File: config.mk
export PLATFORM = sky130hd
export DESIGN_NAME = seq_multiplier
export DESIGN_NICKNAME = d
export VERILOG_FILES = /design/src/rtl/seq_mul_pkg.sv /design/src/rtl/seq_multiplier_adder.sv /design/src/rtl/seq_multiplier.sv
export SDC_FILE = /design/constraint.sdc
export NUM_CORES = 1
export LEC_CHECK = 0
export CAP_MARGIN = 10
export CORE_MARGIN = 1.5
export CORE_UTILIZATION = 25
export DETAILED_ROUTE_END_ITERATION = 12
export GPL_ROUTABILITY_DRIVEN = 0
export MAX_ROUTING_LAYER = met4
export PLACE_DENSITY = 0.41
export SETUP_SLACK_MARGIN = 0.3
export SLEW_MARGIN = 10
export SYNTH_ARGS = -nofsm -noshare
export SYNTH_HDL_FRONTEND = slang
export SYNTH_SLANG_ARGS = --single-unit
File: constraint.sdc
create_clock -name clk -period 16.2 [get_ports clk]
set_clock_uncertainty 0.05 [all_clocks]
set_input_delay 1.62 -clock clk [delete_from_list [all_inputs] [get_ports clk]]
set_output_delay 1.62 -clock clk [all_outputs]
set_load 0.02 [all_outputs]
File: src/rtl/seq_mul_pkg.sv
// Shared encodings for the sequential RV32M multiplier: op codes, FSM states
// and the iteration-counter width helper.
package seq_mul_pkg;

    localparam logic [1:0] OP_MUL    = 2'b00;
    localparam logic [1:0] OP_MULH   = 2'b01;
    localparam logic [1:0] OP_MULHSU = 2'b10;
    localparam logic [1:0] OP_MULHU  = 2'b11;

    typedef enum logic [1:0] {
        IDLE = 2'b00,
        CALC = 2'b01,
        SIGN = 2'b10,
        DONE = 2'b11
    } state_t;

    // One extra bit so the counter can also hold the value WIDTH itself.
    function automatic int cnt_width(input int width);
        return $clog2(width) + 1;
    endfunction

endpackage

File: src/rtl/seq_multiplier_adder.sv
// Ripple-carry adder built from the full-adder cell; shared by the multiply
// accumulate step and the two's-complement fix-up of the product.
module full_adder (
    input  logic x,
    input  logic y,
    input  logic ci,
    output logic s,
    output logic co
);
    assign s  = x ^ y ^ ci;
    assign co = (x & y) | (ci & (x ^ y));
endmodule

module ripple_adder_n #(
    parameter int WIDTH = 32
) (
    input  logic [WIDTH-1:0] a,
    input  logic [WIDTH-1:0] b,
    input  logic             cin,
    output logic [WIDTH-1:0] sum,
    output logic             cout
);
    logic [WIDTH:0] c;

    assign c[0] = cin;

    for (genvar i = 0; i < WIDTH; i++) begin : g_bit
        full_adder u_fa (
            .x  (a[i]),
            .y  (b[i]),
            .ci (c[i]),
            .s  (sum[i]),
            .co (c[i+1])
        );
    end

    assign cout = c[WIDTH];
endmodule

File: src/rtl/seq_multiplier.sv
// Iterative shift-add multiplier for MUL/MULH/MULHSU/MULHU with start/busy/done.
// Optional early exit from CALC when SEQ_MUL_EARLY_TERM_EN is defined.
module seq_multiplier
    import seq_mul_pkg::*;
#(
    parameter int WIDTH = 32
) (
    input  logic             clk,
    input  logic             rst,
    input  logic             start,
    input  logic [1:0]       op,
    input  logic [WIDTH-1:0] a,
    input  logic [WIDTH-1:0] b,
    output logic             busy,
    output logic             done,
    output logic [WIDTH-1:0] result,
    output logic [1:0]       dbg_state
);
    // Handshake: start is sampled only in IDLE or DONE; busy is high in CALC
    // and SIGN; done is a one-cycle pulse and result holds until next accept.

    localparam int CW = cnt_width(WIDTH);
    localparam logic [WIDTH-1:0] ONE = WIDTH'(1);

    state_t             state, state_nx;
    logic [2*WIDTH-1:0] prod;        // {accumulator, multiplier}
    logic [WIDTH-1:0]   mcand;
    logic [1:0]         op_q;
    logic               neg_a_q, neg_b_q;
    logic [CW-1:0]      cnt;

    logic               accept;
    logic               signed_a, signed_b, neg_a, neg_b;
    logic [WIDTH-1:0]   mag_a, mag_b;

    logic [WIDTH-1:0]   lo_a, lo_b, lo_sum, hi_sum;
    logic               lo_cin, lo_cout, hi_cout_unused;
    logic [2*WIDTH-1:0] aligned, fixed, step;
    logic [WIDTH-1:0]   result_nx;

    assign accept   = start && (state == IDLE || state == DONE);
    assign signed_a = (op == OP_MULH) || (op == OP_MULHSU);
    assign signed_b = (op == OP_MULH);
    assign neg_a    = signed_a & a[WIDTH-1];
    assign neg_b    = signed_b & b[WIDTH-1];
    // Unsigned WIDTH-bit magnitude keeps 2^(WIDTH-1) representable.
    assign mag_a    = neg_a ? (~a + ONE) : a;
    assign mag_b    = neg_b ? (~b + ONE) : b;

`ifdef SEQ_MUL_EARLY_TERM_EN
    logic [WIDTH-1:0] rem_mask;
    logic             rem_zero;
    logic [CW-1:0]    shamt;

    // Multiplier bits still to be consumed after this cycle's shift.
    assign rem_mask = ({WIDTH{1'b1}} >> cnt) >> 1;
    assign rem_zero = ((prod[WIDTH-1:0] >> 1) & rem_mask) == '0;
    // cnt wraps to 0 after a full run, meaning no alignment is needed.
    assign shamt    = (cnt == '0) ? '0 : (CW'(WIDTH) - cnt);
    assign aligned  = prod >> shamt;
`else
    assign aligned  = prod;
`endif

    always_comb begin
        lo_a   = prod[2*WIDTH-1:WIDTH];
        lo_b   = prod[0] ? mcand : '0;
        lo_cin = 1'b0;
        if (state == SIGN) begin
            lo_a   = ~aligned[WIDTH-1:0];
            lo_b   = '0;
            lo_cin = 1'b1;
        end
    end

    ripple_adder_n #(.WIDTH(WIDTH)) u_add_lo (
        .a    (lo_a),
        .b    (lo_b),
        .cin  (lo_cin),
        .sum  (lo_sum),
        .cout (lo_cout)
    );

    ripple_adder_n #(.WIDTH(WIDTH)) u_add_hi (
        .a    (~aligned[2*WIDTH-1:WIDTH]),
        .b    ({WIDTH{1'b0}}),
        .cin  (lo_cout),
        .sum  (hi_sum),
        .cout (hi_cout_unused)
    );

    // Carry-out lands in the accumulator MSB as the register shifts right.
    assign step      = {lo_cout, lo_sum, prod[WIDTH-1:1]};
    assign fixed     = (neg_a_q ^ neg_b_q) ? {hi_sum, lo_sum} : aligned;
    assign result_nx = (op_q == OP_MUL) ? fixed[WIDTH-1:0] : fixed[2*WIDTH-1:WIDTH];

    always_comb begin
        state_nx = state;
        case (state)
            IDLE: if (start) state_nx = CALC;
            CALC: begin
                if (cnt == CW'(WIDTH - 1)) state_nx = SIGN;
`ifdef SEQ_MUL_EARLY_TERM_EN
                else if (rem_zero) state_nx = SIGN;
`endif
            end
            SIGN: state_nx = DONE;
            DONE: state_nx = start ? CALC : IDLE;
            default: state_nx = IDLE;
        endcase
    end

    always_ff @(posedge clk) begin
        if (rst) begin
            state   <= IDLE;
            prod    <= '0;
            mcand   <= '0;
            op_q    <= OP_MUL;
            neg_a_q <= 1'b0;
            neg_b_q <= 1'b0;
            cnt     <= '0;
            result  <= '0;
        end else begin
            state <= state_nx;
            if (accept) begin
                op_q    <= op;
                neg_a_q <= neg_a;
                neg_b_q <= neg_b;
                mcand   <= mag_a;
                prod    <= {{WIDTH{1'b0}}, mag_b};
                cnt     <= '0;
            end else if (state == CALC) begin
                prod <= step;
                cnt  <= (cnt == CW'(WIDTH - 1)) ? '0 : cnt + CW'(1);
            end else if (state == SIGN) begin
                result <= result_nx;
            end
        end
    end

    assign busy      = (state == CALC) || (state == SIGN);
    assign done      = (state == DONE);
    assign dbg_state = state;

endmodule

==> summary.txt <==
Worst hold path
  • Worst Hold Endpoint: mcand[21]
  • WHS Path Cells: 2
  • Tightest Hold Check Type: reg2reg
  • Worst Min Path Start: mcand[21]

GRT
  • Total GRT Usage: roughly 17%
  • Initial antenna violation count: 0
  • Vias in the first global route: about 8000
  • Largest net degree at the start of global routing: 69
  • Total global routing overflow: 0
  • First-pass GRT wire length: 47.5 mm

Detailed routing
  • Routed Antenna Nets: 0
  • Iter 0 DRT Violations: 473
  • Via Count: ~7900
  • DR vias/cell: 4.90
  • Post-route DRC: 0
  • Drt wl/cell: ~19 um
  • Final WL: approximately 30 mm
  • DRT Pass-1 Iters: 5

Floorplan
  • Io pins: 105
  • FP Rows: between 60 and 70
  • Chip height: between 150 and 200 um
  • Initial Utilization: 25.5%
  • Core area: 35800 um2
  • Die X-Extent: roughly 190 um
  • Die footprint: approximately 38000 um2

Cells and area
  • Nets@finish: approximately 1300
  • Layout cell share with drive strength beyond 1: around 16%
  • Multi-input gate area: 6360 um2
  • FF+latch area: 2810 um2
  • Fill cells: 3719
  • Most frequent cells in the layout: dfxtp_1, nand2_1, nor2_1
  • Commonest non-fill, non-tap cell in the layout: dfxtp_1
  • Diode count: 0
  • Synth-to-Final Area Change: 29.2%
  • Finished Layout Cells: around 1600

Timing
  • Hold Fails Final Rpt: 0
  • Setup TNS: -236 ps
  • Final Setup Violations: 2
  • Max Slew Vio Count: 0
  • RSZ-0062 raised after global routing: yes
  • Relative slew slack: about 29%
  • Fin crit period: 16390 ps
  • Fin crit share: 101%
  • Highest clock rate: 61.0 MHz
  • Setup slack after layout: -185 ps
  • Worst-Margin Slew: ~1100 ps

Job
  • Max-cap viol count: 0

Yosys
  • Netlist Area Pre-Place: between 9000 and 10000 um2
  • Post-synth ARST share: 0%
  • Yosys reg bits: 140
  • Yosys warns: 0
  • Post-synth EDFFs: 0
  • Synthesized area per cell: ~8.6 um2
  • Sequential fraction of the synthesis area: between 30% and 40%
  • Post-synthesis cell type count: 54
  • Top FF cell, synth: dfxtp_1
  • Cells after Synth: 1069
  • Synthesized Nets: ~1200

Power and ir drop
  • Clock power frac: roughly 23%
  • Sw frac: 42.1%
  • Leak: 3.83 nW
  • Power share of the combinational group: between 40% and 50%
  • Sequential power share: 28.7%
  • Internal: between 1 and 1.5 mW
  • Power Density: between 100 and 150 nW/um2
  • Net switching power: ~0.74 mW
  • Worst vdd ir: 0.0000832 V
  • PnR Total Power: between 1.5 and 2 mW

Placed design
  • Dpl cells: approximately 1600
  • DP Worst Slack: -799 ps
  • # port buffers: approximately 100
  • Detailed Place HPWL: around 23 mm

Critical path
  • Slowest stage cell, crit path: mux4_2
  • Crit Path Class: reg2reg
  • CP startpoint kind: register
  • Worst endpoint required time: 16470 ps
  • Most frequent CP cell: ha_4
  • Worst Reg-to-Reg Cells: 70
  • Crit path capture type: register
  • Data arrival time of the worst path: 16660 ps
  • RR Startpoint: dbg_state[0]
  • R2r setup slk: -190 ps
  • Max stage delay on crit path: 450 ps
  • Worst r2r dst: result[30]
  • Worst-path fanout max: 4

CTS
  • Clk Latency, worst-skew pair: 440 ps
  • Post-cts hold buffer count: 0
  • H-tree depth: 4
  • Clock transition at the registers of the reported paths: approximately 70 ps
  • Maximum clock path buffer count: 2
  • Clk root buf: clkbuf_16
  • Num CTS Buffers: 17
  • TritonCTS clock tree: done
  • Clk sinks: 140

Run status
  • Failing checks: setup timing
  • Status: complete, but fails checks
==> logic make-up (layout without fill, tap and decap cells) <==
| group | after synthesis | after routing | synth area share (%) |
|---|---|---|---|
| simple gates | 352 | 352 | 17.5 |
| buf+inv | 139 | 225 | 5.76 |
| fa+ha+maj | 73 | 73 | 12.5 |
| compound gates | 235 | 235 | 18.4 |
| flops | 140 | 140 | 30.6 |
| xor+xnor | 43 | 43 | 4.12 |
| mux | 87 | 87 | 11.0 |
==> area by class of cell <==
cell class,instances,area share [%]
inverters,60,1.93
flip-flops and latches,140,23.8
multi-input cells,790,53.8
repair buffers,133,10.6
well taps,461,4.88
clock inverters,12,1.16
clock buffers,20,3.78
==> layer usage <==
layer	share of wire [%]	vias to the layer above	GRT usage (%)
met5	0	-	-
met4	1.6	0	4.66
met3	3.1	25	2.56
met2	43	167	24.0
met1	53	3739	24.2
li1	-	3980	-
==> state kept, by name (all words and copies together) (netlist names) <==
signal,flops
dbg_state,2
cnt,6
op_q,2
neg_a_q,1
mcand,32
aligned,64
neg_b_q,1
result,32
==> through the flow <==
step | area, um2 | hold WS, ps | util, %
final | 11800 | 404 | 33.0
after global routing | 11800 | 432 | 33.0
after CTS | 11800 | 408 | 33.0
after detailed placement | 10800 | 398 | 30.2
after global placement | 10800 | 394 | 30.2
after floorplan | 9260 | 375 | -
==> worst max path at each step <==
stage               cells past startpoint          from          to
floorplan                              72  dbg_state[0]  result[30]
global placement                       69  dbg_state[0]  result[30]
detailed placement                     69  dbg_state[0]  result[30]
CTS                                    70  dbg_state[0]  result[30]
global route                           70  dbg_state[0]  result[30]
finish                                 70  dbg_state[0]  result[30]
==> synthesized netlist by cell type, types with 4 or more instances <==
library cell	instances	area, um2
nand2b_1	5	31.3
mux2i_1	57	571
nand2_1	126	473
and2_1	6	37.5
buf_1	14	52.6
o221ai_1	9	78.8
a211oi_1	71	533
ha_1	42	526
o22ai_1	12	75.1
or2_2	5	31.3
clkbuf_1	61	229
nor4_1	16	100
nor2_1	122	458
mux4_2	9	203
o21ai_0	20	100
nand3_1	10	50.1
buf_2	4	20.0
nand4_1	6	37.5
mux2_2	21	236
xor2_1	20	175
a22o_1	32	280
a311oi_1	4	35.0
a22oi_1	6	45.0
o211a_1	5	50.1
o31ai_1	6	45.0
a31oi_1	28	175
dfxtp_1	140	2800
xnor2_1	23	201
or3_1	13	81.3
nor3_1	21	105
a21oi_1	24	120
a221oi_1	4	35.0
or4_1	7	52.6
inv_1	60	225
fa_1	31	621
==> timing repair <==
item	CTS	global route
endpoints found under the setup margin	9	8
pin swaps	7	1
resized for setup	69	0
setup buffers	1	0
==> power groups by stage <==
stage               clock [mW]  combinational [mW]  sequential [mW]
floorplan                    0               0.579            0.494
global placement             0               0.832            0.509
detailed placement           0               0.836            0.510
CTS                      0.408               0.862            0.504
global route             0.424               0.952            0.516
finish                   0.396               0.855            0.504
==> critical path: cells and delay by family (launching register included) <==
family	cells	cell delay (ps)
AOI/OAI and AO/OA	2	230
buffers and inverters	2	120
adders and majority gates	64	14850
DFF	1	350
muxes	2	690
No activity file was read; power rests on OpenSTA's default activity.
